==> config.mk <==
export PLATFORM = sky130hd
export DESIGN_NAME = instruction_fetch_stage_flat
export DESIGN_NICKNAME = d
export VERILOG_FILES = /design/src/rtl/instruction_fetch_stage_pkg.sv /design/src/rtl/instruction_fetch_stage_if.sv /design/src/rtl/instruction_fetch_stage_if_id_register.sv /design/src/rtl/instruction_fetch_stage.sv /design/src/flat_wrapper.sv
export SDC_FILE = /design/constraint.sdc
export NUM_CORES = 1
export LEC_CHECK = 0
export CORE_UTILIZATION = 51
export DETAILED_ROUTE_END_ITERATION = 6
export HOLD_SLACK_MARGIN = 0.02
export PLACE_DENSITY = 0.89
export SETUP_SLACK_MARGIN = 0.1
export SLEW_MARGIN = 20
export SYNTH_ARGS = -nofsm -noshare
export SYNTH_HDL_FRONTEND = slang
export SYNTH_SLANG_ARGS = --single-unit
==> constraint.sdc <==
create_clock -name clk -period 3 [get_ports clk]
set_input_delay 0.45 -clock clk [delete_from_list [all_inputs] [get_ports clk]]
set_output_delay 0.45 -clock clk [all_outputs]
set_load 0.02 [all_outputs]
==> src/rtl/instruction_fetch_stage_pkg.sv <==
// fetch_pkg: shared state encoding and constants for the instruction fetch stage.
package fetch_pkg;
    typedef enum logic {FETCH = 1'b0, HELD = 1'b1} fetchState_t;
    localparam logic [31:0] NOP_INSTR     = 32'h0000_0000;
    localparam logic [31:0] PC_ALIGN_MASK = 32'hFFFF_FFFC;
endpackage

==> src/rtl/instruction_fetch_stage_if.sv <==
// instruction_fetch_stage_if: request/response handshake between fetch stage and instruction memory.
interface instruction_fetch_stage_if;
    logic        imemReq;
    logic [31:0] imemAddr;
    logic        imemReady;
    logic [31:0] imemData;
    modport master (output imemReq, imemAddr, input imemReady, imemData);
    modport slave  (input imemReq, imemAddr, output imemReady, imemData);
endinterface

==> src/rtl/instruction_fetch_stage_if_id_register.sv <==
// if_id_register: IF/ID pipeline register; bubble beats load, otherwise holds.
module if_id_register
    import fetch_pkg::*;
(
    input  logic        clk,
    input  logic        rst_n,
    input  logic        load,
    input  logic        bubble,
    input  logic [31:0] inPcAdded,
    input  logic [31:0] inInstruction,
    output logic [31:0] outPcAdded,
    output logic [31:0] outInstruction,
    output logic        outValid
);
    always_ff @(posedge clk or negedge rst_n) begin
        if (!rst_n) begin
            outPcAdded     <= '0;
            outInstruction <= NOP_INSTR;
            outValid       <= 1'b0;
        end else if (bubble) begin
            outInstruction <= NOP_INSTR;
            outValid       <= 1'b0;
        end else if (load) begin
            outPcAdded     <= inPcAdded;
            outInstruction <= inInstruction;
            outValid       <= 1'b1;
        end
    end
endmodule

==> src/rtl/instruction_fetch_stage.sv <==
// instruction_fetch_stage: PC, imem handshake, skid buffer and IF/ID register for the MIPS front end.
// Define FETCH_PERF_COUNT_EN to add the perfFetched/perfBubbles counters.
module instruction_fetch_stage
    import fetch_pkg::*;
#(
    parameter logic [31:0] RESET_PC = 32'h0000_0000,
    parameter int          PC_INC   = 4
) (
    input  logic        clk,
    input  logic        rst_n,
    input  logic        stall,
    input  logic        flush,
    input  logic [31:0] branchTarget,
    instruction_fetch_stage_if.master imem,
    output logic [31:0] outPcAdded,
    output logic [31:0] outInstruction,
    output logic        outValid
`ifdef FETCH_PERF_COUNT_EN
    ,
    output logic [31:0] perfFetched,
    output logic [31:0] perfBubbles
`endif
);
    localparam logic [31:0] INC = 32'(PC_INC);

    fetchState_t state, nextState;
    logic [31:0] pc, pcPlus, skidPc, skidInstr, ldPc, ldInstr;
    logic        load, bubble;

    assign pcPlus        = pc + INC;
    assign imem.imemReq  = (state == FETCH);
    assign imem.imemAddr = pc;

    // Flush wins over everything; a stalled response parks in the skid buffer.
    always_comb begin
        nextState = state;
        load      = 1'b0;
        bubble    = 1'b0;
        ldPc      = pcPlus;
        ldInstr   = imem.imemData;
        if (flush) begin
            bubble    = 1'b1;
            nextState = FETCH;
        end else if (state == FETCH) begin
            if (!stall) begin
                load   = imem.imemReady;
                bubble = !imem.imemReady;
            end else if (imem.imemReady) begin
                nextState = HELD;
            end
        end else if (!stall) begin
            load      = 1'b1;
            ldPc      = skidPc;
            ldInstr   = skidInstr;
            nextState = FETCH;
        end
    end

    // pc stays at the fetch address while HELD, so pcPlus also advances past the skid entry.
    always_ff @(posedge clk or negedge rst_n) begin
        if (!rst_n) begin
            state     <= FETCH;
            pc        <= RESET_PC;
            skidPc    <= '0;
            skidInstr <= NOP_INSTR;
        end else begin
            state <= nextState;
            if (flush)
                pc <= branchTarget & PC_ALIGN_MASK;
            else if (load)
                pc <= pcPlus;
            if (flush) begin
                skidPc    <= '0;
                skidInstr <= NOP_INSTR;
            end else if (state == FETCH && stall && imem.imemReady) begin
                skidPc    <= pcPlus;
                skidInstr <= imem.imemData;
            end
        end
    end

    if_id_register ifId (
        .clk            (clk),
        .rst_n          (rst_n),
        .load           (load),
        .bubble         (bubble),
        .inPcAdded      (ldPc),
        .inInstruction  (ldInstr),
        .outPcAdded     (outPcAdded),
        .outInstruction (outInstruction),
        .outValid       (outValid)
    );

`ifdef FETCH_PERF_COUNT_EN
    always_ff @(posedge clk or negedge rst_n) begin
        if (!rst_n) begin
            perfFetched <= '0;
            perfBubbles <= '0;
        end else begin
            if (load)
                perfFetched <= perfFetched + 32'd1;
            if (bubble)
                perfBubbles <= perfBubbles + 32'd1;
        end
    end
`endif
endmodule

==> src/flat_wrapper.sv <==
// flat-port wrapper written by rule: the top's interface ports become plain ports
module instruction_fetch_stage_flat import fetch_pkg::*;
#(
    parameter logic [31:0] RESET_PC = 32'h0000_0000,
    parameter int          PC_INC   = 4
)
  (clk, rst_n, stall, flush, branchTarget, outPcAdded, outInstruction, outValid, imem_imemReq, imem_imemAddr, imem_imemReady, imem_imemData);
  instruction_fetch_stage_if imem_i ();
  input  logic clk;
  input  logic rst_n;
  input  logic stall;
  input  logic flush;
  input  logic [31:0] branchTarget;
  output logic [31:0] outPcAdded;
  output logic [31:0] outInstruction;
  output logic outValid;
  output wire logic [$bits(imem_i.imemReq)-1:0] imem_imemReq;
  output wire logic [$bits(imem_i.imemAddr)-1:0] imem_imemAddr;
  input wire logic [$bits(imem_i.imemReady)-1:0] imem_imemReady;
  input wire logic [$bits(imem_i.imemData)-1:0] imem_imemData;
  assign imem_imemReq = imem_i.imemReq;
  assign imem_imemAddr = imem_i.imemAddr;
  assign imem_i.imemReady = imem_imemReady;
  assign imem_i.imemData = imem_imemData;
  instruction_fetch_stage #(.RESET_PC(RESET_PC), .PC_INC(PC_INC)) u_core (.clk(clk), .rst_n(rst_n), .stall(stall), .flush(flush), .branchTarget(branchTarget), .imem(imem_i), .outPcAdded(outPcAdded), .outInstruction(outInstruction), .outValid(outValid));
endmodule
==> flow_summary.ini, run 1 <==
[run_status]
status = complete, no violations

[die]
num_rows = 43
core-area_um2 = 14100
die_area_um2 = 15100
die_y_um = 123
chipWidth_um = 123
start_util_pct = 53.0
io_pins = 167

[finish]
drive_gt1_share_pct = 7.90
layout.nets = 969
antenna_cells = 0
nFillCells = 974
seq_area_um2 = 3950
area_growth_pct = 32.1
multi_input_area_um2 = 3240
layoutNonFillerInstCount = 1091
fin_area_um2 = 9870

[detailed_routing]
avgRoutedWirePerCell_um = 17.5
drt-met1-wl_mm = 8.38
vias_per_cell = 5.72
wl_met3_mm = 1.64
dr.pass1.iters = 6
drcViolationCount = 0
drtIter0Drc = 562
wirelength_mm = 19.1
vias = 6244
wl_met2_mm = 8.66
final_antenna_net_count = 0
highest_layer = met4

[power_and_ir_drop]
ir_worst_vdd_uv = 400
comb_power_share_pct = 18.2
clkPwrFrac_pct = 39.3
p_seq_share_pct = 42.5
switching_share_pct = 26.5
power_density_nw_per_um2 = 591
switching_power_mw = 1.54
p_int_mw = 4.29
p_leak_nw = 4.34

[critical_path]
crit-reg2reg-launch = u_core.imem.imemAddr[2]
reg2regPathDepth = 6
endpoint_kind = flop
cp.arrival_ns = 2.81
regToRegEndpoint = u_core.ifId.outPcAdded[24]
critPathRequiredTime_ns = 3.31
cp-start-kind = flop
worstPathMaxFanout = 10
r2r_setup_slack_ns = 0.51
criticalPathCategory = reg -> reg

[synthesis]
synth.distinct_cells = 50
synthArstFlopShare_pct = 100
seq_area_frac_synth_pct = 52.9
yosys.area.top_type_share_pct = 52.9
syn-instance-count = 759
synth_common_cells = dfrtp_1 (158), nand2_1 (128), o21ai_0 (104)
synth_edf_count = 0
syn_avg_cell_area_um2 = 9.85
syn_area_um2 = 7470
ys.flop_type = dfrtp_1
yosys.area.top_type = dfrtp_1
synth.most_common_cell = dfrtp_1
synthTopCellsByArea = dfrtp_1 (53%), o21ai_0 (7.0%), nand2_1 (6.4%)
synth-seq-cells = 158
synth_warnings = 0

[sta]
finalSetupViolations = 0
setup_tns_ns = 0
rsz0062_at_grt = false
slew_headroom_pct = 45.0
max_freq_ghz = 0.401
fin_crit_sh_pct = 83.1
fin_crit_ns = 2.49
finalMaxSlewViolations = 0
hold_ws_ns = 0.0827
setup_ws_ns = 0.507
fin_worst_skew_ns = 0.0109
hold_viol = 0
tightest_slew_ns = 0.824

[global_route]
antenna_found_initial = 0
track_usage_pct = 26.5
grt_max_degree = 86
grt_overflow = 0
grt_pass1_vias = 5947
grt_pass1_wl_mm = 30.6

[place]
gp_congestion = 0.833
port_buffers = 162
hpwlAfterDp_mm = 12.7
placed_area_um2 = 9240
place_ws_ns = 0.464
dp.cells = 1060

[clock_network]
htreeDepth = 4
cts.clk_slew.worst_paths_ns = 0.06
cts_resized = 0
cts_tree = yes
hold_buffers = 0
numCtsBuffers = 17
cts_max_path_buffers = 2
cts-root-buf = clkbuf_16
cts_sinks = 158
clk_latency_ns = 0.43
postCtsSetupBuffers = 0

[flow_run]
drv_cap = 0

[hold_path]
hold_path.class = in -> async
==> critical path: stages (launching register included) <==
cell,delay [ns]
dfrtp_1,0.50
ha_1,0.29
and4_1,0.40
and3_1,0.45
a31oi_1,0.17
o31a_1,0.30
mux2_2,0.26
==> logic make-up after synthesis <==
logic type                 after synthesis  share of synthesized area, %
and+or+nand+nor                        256                          16.7
muxes                                   38                          5.22
buffers and inverters                   66                          4.10
AOI/OAI and AO/OA                      194                          15.6
xor gates and xnor gates                45                          5.27
adders and majority gates                1                         0.167
other                                    1                        0.0502
DFF                                    158                          52.9
==> sequential cells by signal, indices dropped and copies added (netlist names) <==
name and cells:
u_core.ifId.outInstruction 32, u_core.ifId.outPcAdded 31, u_core.ifId.outValid 1, u_core.imem.imemAddr 30, u_core.skidInstr 32, u_core.skidPc 31, u_core.state 1
==> how the worst max path moves through the flow <==
stage / startpoint / end / slack [ns] / cells after the start
after floorplan: u_core.imem.imemAddr[2] / u_core.ifId.outPcAdded[24] / 0.75 / 8
after global placement: stall / u_core.ifId.outPcAdded[20] / 0.52 / 5
after detailed placement: stall / u_core.ifId.outPcAdded[20] / 0.46 / 5
after CTS: u_core.imem.imemAddr[2] / u_core.ifId.outPcAdded[24] / 0.53 / 6
after global routing: u_core.imem.imemAddr[2] / u_core.ifId.outPcAdded[14] / 0.38 / 6
final: u_core.imem.imemAddr[2] / u_core.ifId.outPcAdded[24] / 0.51 / 6
==> layer usage <==
metal,global-route usage (%),vias to the layer above
met1,36.4,2963
met4,9.04,0
met2,40.8,301
met5,0,-
met3,6.96,37
li1,-,2943
==> stage by stage <==
| stage | power (mW) | utilization, % |
|---|---|---|
| 3_5_place_dp | 3.57 | 65.6 |
| 2_1_floorplan | 3.01 | - |
| 4_1_cts | 5.86 | 70.0 |
| 3_3_place_gp | 3.54 | 65.6 |
| 5_1_grt | 6.06 | 70.0 |
| 6_report | 5.83 | 70.0 |
==> area by class of cell <==
cell class	instances	share of cell area, %
Multi-Input combinational cell	536	32.8
Sequential cell	158	40.1
Inverter	6	0.228
Clock buffer	25	5.02
Clock inverter	6	1.32
Timing Repair Buffer	180	18.3
Tap cell	180	2.28
==> layout by cell type, fill, tap and decap left out, drive strengths merged, types with 3 or more instances in the layout <==
| cell type | instances |
|---|---|
| clkdlybuf4s50 | 160 |
| dfrtp | 158 |
| nand2 | 128 |
| o21ai | 119 |
| a22o | 34 |
| mux2i | 33 |
| xnor2 | 31 |
| nor2 | 26 |
| clkbuf | 25 |
| nor3 | 23 |
| buf | 20 |
| nand4 | 16 |
| nand3 | 15 |
| xor2 | 14 |
| a21oi | 14 |
| and3 | 8 |
| and4 | 8 |
| inv | 6 |
| and2 | 6 |
| nor4 | 6 |
| o22ai | 5 |
| or2 | 5 |
| or3 | 5 |
| mux2 | 5 |
| a31oi | 4 |
| bufinv | 4 |
| nor2b | 4 |
| o31a | 4 |
| o211ai | 3 |
| a21o | 3 |
==> power by group through the flow <==
stage	registers [mW]	logic [mW]	clock network, mW
after floorplan	2.64	0.373	0
after global routing	2.50	1.15	2.41
after CTS	2.48	1.06	2.32
final	2.48	1.06	2.29
after detailed placement	2.51	1.05	0
after global placement	2.50	1.04	0
(Power assumes the default switching activity.)
==> run 2, diff against run 1 <==
--- a/config.mk
+++ b/config.mk
@@ -5,10 +5,10 @@
 export SDC_FILE = /design/constraint.sdc
 export NUM_CORES = 1
 export LEC_CHECK = 0
-export CORE_UTILIZATION = 51
+export CORE_UTILIZATION = 46
 export DETAILED_ROUTE_END_ITERATION = 6
 export HOLD_SLACK_MARGIN = 0.02
-export PLACE_DENSITY = 0.89
+export PLACE_DENSITY = 0.85
 export SETUP_SLACK_MARGIN = 0.1
 export SLEW_MARGIN = 20
 export SYNTH_ARGS = -nofsm -noshare
==> constraint.sdc (replaced) <==
create_clock -name clk -period 2.1 [get_ports clk]
set_input_delay 0.315 -clock clk [delete_from_list [all_inputs] [get_ports clk]]
set_output_delay 0.315 -clock clk [all_outputs]
set_load 0.02 [all_outputs]
==> flow_summary.ini, run 2 (same netlist as run 1, synthesis figures left out) <==
[hold_path]
hold_path_startpoint = flush
hold_path.class = in -> reg

[die]
start_util_pct = 47.0
die_area_um2 = 16800
io_pins = 167
die_y_um = 129
num_rows = 46
chipWidth_um = 129
core-area_um2 = 15900

[sta]
slew_headroom_pct = 55.6
hold_ws_ns = 0.283
finalMaxSlewViolations = 0
fin_worst_skew_ns = 0.00795
max_freq_ghz = 0.510
fin_crit_ns = 1.96
fin_crit_sh_pct = 93.4
hold_viol = 0
rsz0062_at_grt = true
tightest_slew_ns = 0.667
finalSetupViolations = 0

[finish]
area_growth_pct = 37.9
final_cell_mix = clkdlybuf4s50_1 (159), dfrtp_1 (142), nand2_1 (128)
antenna_cells = 0
drive_gt1_share_pct = 14.7
layoutNonFillerInstCount = 1169
nFillCells = 1254
mostFrequentLayoutCell = clkdlybuf4s50_1
layout.nets = 1010
reg.largest.list = u_core.ifId.outInstruction: 32 flops, u_core.skidInstr: 32 flops

[detailed_routing]
avgRoutedWirePerCell_um = 17.5
vias = 6406
drcViolationCount = 0
dr.pass1.iters = 5
vias_per_cell = 5.48
wirelength_mm = 20.4
drtIter0Drc = 512
final_antenna_net_count = 0

[global_route]
track_usage_pct = 25.4
grt_pass1_vias = 6360
antenna_found_initial = 0
grt_pass1_wl_mm = 32.5
grt_max_degree = 65
grt_overflow = 0

[critical_path]
critPathRequiredTime_ns = 2.40
crit-reg2reg-launch = u_core.imem.imemAddr[3]
cp-start-kind = flop
cp_num_buf_inv = 1
crit_family = simple AND/OR/NAND/NOR gates
cpPeakStageDelay_ns = 0.42
cp.arrival_ns = 2.27
slowest_stage = dfrtp_2
worstPathMaxFanout = 6
endpoint_kind = flop
critPathLaunch = u_core.imem.imemAddr[3]
crit_chain = ha_4, and4_2, nand3_1, buf_4, nor3_1, o31a_1, mux2_4
criticalPathCategory = reg -> reg

[clock_network]
cts_tree = yes
cts_sinks = 158
clk_latency_ns = 0.42
cts-root-buf = clkbuf_16
cts_max_path_buffers = 2
htreeDepth = 4
postCtsSetupBuffers = 0
cts.clk_slew.worst_paths_ns = 0.06
numCtsBuffers = 17

[power_and_ir_drop]
ir_worst_vdd_uv = 616
p_leak_nw = 4.52
power_density_nw_per_um2 = 782
total_power_mw = 8.06

[place]
dp.cells = 1136
hpwlAfterDp_mm = 14.0
port_buffers = 162
gp_congestion = 0.904

[run_status]
status = complete, no violations

[flow_run]
drv_cap = 0
## run 2: repair_timing
action,in CTS,in global routing
hold buffers,1,0
endpoints found under the hold margin,60,0
pin swaps,0,1
resized for setup,2,11
setup endpoints to repair,3,15
## run 2: per-layer routing
metal | part of all wire, % | track usage [%] | vias to the layer above | wire length (µm)
met2 | 48 | 42.9 | 291 | 9870
met1 | 43 | 32.7 | 3059 | 8810
met5 | 0 | 0 | - | 0
met4 | 1.7 | 9.37 | 0 | 340
met3 | 6.8 | 4.67 | 28 | 1380
li1 | - | - | 3028 | -
## run 2: report_power, final
| group | internal (mW) | switching (mW) |
|---|---|---|
| registers | 3.31 | 0.184 |
| logic | 0.809 | 0.893 |
| clock network | 1.68 | 1.19 |
| total | 5.80 | 2.27 |
## run 2: final cells by class
class                           instances  area [µm²]  area share [%]
Clock buffer                           21         460            4.47
Clock inverter                         11        92.6           0.898
Inverter                                6        22.5           0.218
Multi-Input combinational cell        536        3310            32.1
Sequential cell                       158        3970            38.6
Tap cell                              216         270            2.62
Timing Repair Buffer                  221        2180            21.2
## run 2: path summary, 6_finish.rpt
kind,end,slack [ns],cells after the start
max,u_core.ifId.outPcAdded[28],0.14,7
min in group asynchronous,u_core.ifId.outInstruction[12],0.50,2
min reg2reg,u_core.skidPc[17],0.47,2
min,u_core.imem.imemAddr[16],0.28,2
max in group asynchronous,u_core.imem.imemAddr[19],0.99,3
max reg2reg,u_core.ifId.outPcAdded[28],0.14,7
## run 2: metrics by stage
stage	cell area (µm²)	TNS [ns]	worst slack [ns]	utilization, %
6_report	10300	0	0.138	64.9
5_1_grt	10300	0	0.0792	64.9
4_1_cts	10300	0	0.102	64.6
2_1_floorplan	7550	0	0.0749	-
3_5_place_dp	9700	-0.0787	-0.0624	61.0
3_3_place_gp	9700	0	0.0130	61.0
==> run 3, diff against run 2 <==
--- a/config.mk
+++ b/config.mk
@@ -5,6 +5,7 @@
 export SDC_FILE = /design/constraint.sdc
 export NUM_CORES = 1
 export LEC_CHECK = 0
+export CORE_MARGIN = 5
 export CORE_UTILIZATION = 46
 export DETAILED_ROUTE_END_ITERATION = 6
 export HOLD_SLACK_MARGIN = 0.02
==> flow_summary.ini, run 3 (same netlist as run 1, synthesis figures left out) <==
[sta]
tightest_slew_ns = 0.614
finalSetupViolations = 0
finalMaxSlewViolations = 0
rsz0062_at_grt = true
max_freq_ghz = 0.509
setup_ws_ns = 0.136
slew_headroom_pct = 58.7
setup_tns_ns = 0
fin_crit_ns = 1.96
fin_worst_skew_ns = 0.00655
hold_viol = 0
fin_crit_sh_pct = 93.5

[critical_path]
cp_num_buf_inv = 0
cpPeakStageDelay_ns = 0.60
cp_num_cells = 5
critPathLaunch = u_core.imem.imemAddr[22]
slowest_stage = or4_4
crit_family = simple AND/OR/NAND/NOR gates
endpoint_kind = flop
crit_chain = nand4_4, or4_4, o21a_1, o31a_1, mux2_4
cp-start-kind = flop
cp.arrival_ns = 2.27
r2r_setup_slack_ns = 0.14
critPathCapture = u_core.ifId.outPcAdded[28]
reg2regPathDepth = 5
worstPathMaxFanout = 5
regToRegEndpoint = u_core.ifId.outPcAdded[28]
critPathRequiredTime_ns = 2.41
crit-reg2reg-launch = u_core.imem.imemAddr[22]
criticalPathCategory = reg -> reg

[detailed_routing]
drtIter0Drc = 500
final_antenna_net_count = 0
vias = 6336
drcViolationCount = 0
avgRoutedWirePerCell_um = 17.4
vias_per_cell = 5.42
dr.pass1.iters = 5
wirelength_mm = 20.3

[flow_run]
drv_cap = 0

[clock_network]
cts_sinks = 158
htreeDepth = 4
cts-root-buf = clkbuf_16
cts_tree = yes
numCtsBuffers = 17
clk_latency_ns = 0.42
cts_max_path_buffers = 2
cts.clk_slew.worst_paths_ns = 0.06

[hold_path]
hold_path.class = in -> reg
whs_path_depth = 2

[die]
die_y_um = 137
core-area_um2 = 15900
chipWidth_um = 137
die_area_um2 = 18900
num_rows = 46
start_util_pct = 47.0
io_pins = 167

[place]
place_ws_ns = -0.0655
port_buffers = 162
gp_congestion = 0.902
hpwlAfterDp_mm = 14.3

[global_route]
track_usage_pct = 21.9
grt_pass1_vias = 6317
grt_overflow = 0
grt_pass1_wl_mm = 32.4
grt_max_degree = 59
antenna_found_initial = 0

[finish]
drive_gt1_share_pct = 14.5
antenna_cells = 0
mostFrequentLayoutCell = clkdlybuf4s50_1
reg.largest.list = u_core.ifId.outInstruction: 32 flops, u_core.skidInstr: 32 flops
final_cell_mix = clkdlybuf4s50_1 (159), dfrtp_1 (141), nand2_1 (128)
area_growth_pct = 39.0
nFillCells = 1280
layout.nets = 1011

[run_status]
status = complete, no violations

[power_and_ir_drop]
total_power_mw = 8.50
power_density_nw_per_um2 = 818
p_leak_nw = 4.55
ir_worst_vdd_uv = 608
run 3: changes by cell type in the layout (fill, tap and decap cells not counted), sizes merged:
| cell | delta |
|---|---|
| clkinv | -5 |
| bufinv | +4 |
| buf | +1 |
| clkbuf | +1 |
run 3: timing repair:
action	CTS	global route
resized for setup	1	13
endpoints found under the setup margin	2	13
buffers inserted	0	6
pin swaps	0	2
hold endpoints to repair	27	0
hold buffers	1	0
run 3: area by class of cell:
class                           count  area (µm²)  share of cell area [%]
Clock inverter                     10         188                    1.81
Timing Repair Buffer              222        2190                    21.1
Inverter                            6        22.5                   0.217
Tap cell                          216         270                    2.60
Clock buffer                       22         444                    4.28
Sequential cell                   158        3980                    38.3
Multi-Input combinational cell    536        3300                    31.8
run 3: worst min-delay path by stage:
stage | end | slack, ns | startpoint
2_1_floorplan | u_core.ifId.outInstruction[0] | 0.02 | rst_n
3_5_place_dp | u_core.ifId.outInstruction[13] | 0.22 | rst_n
3_3_place_gp | u_core.ifId.outInstruction[13] | 0.22 | rst_n
4_1_cts | u_core.imem.imemAddr[12] | 0.27 | flush
6_report | u_core.imem.imemAddr[12] | 0.30 | flush
5_1_grt | u_core.imem.imemAddr[12] | 0.29 | flush
run 3: routing by layer:
layer | share of wire (%) | routed length [µm] | global-route usage, %
met5 | 0 | 0 | 0
met2 | 47 | 9530 | 35.1
met4 | 2.3 | 467 | 7.37
met1 | 44 | 8920 | 29.9
met3 | 7.1 | 1440 | 4.64
run 3: metrics by stage:
step	utilization, %	instance area [µm²]	hold slack, ns	std cells
2_1_floorplan	-	7550	0.0194	760
3_3_place_gp	60.8	9660	0.220	1131
3_5_place_dp	60.8	9660	0.224	1131
4_1_cts	64.9	10300	0.266	1164
5_1_grt	65.4	10400	0.290	1170
6_report	65.4	10400	0.295	1170
run 3: worst reg2reg max path, cell delays in order (launching register included):
cell	delay, ns
dfrtp_2	0.38
nand4_4	0.14
or4_4	0.60
o21a_1	0.24
o31a_1	0.25
mux2_4	0.25
run 3: power by group:
part | internal (mW) | switching [mW] | total (mW)
clock | 2.11 | 1.20 | 3.31
sequential | 3.31 | 0.177 | 3.49
combinational | 0.808 | 0.896 | 1.70
total | 6.23 | 2.27 | 8.50
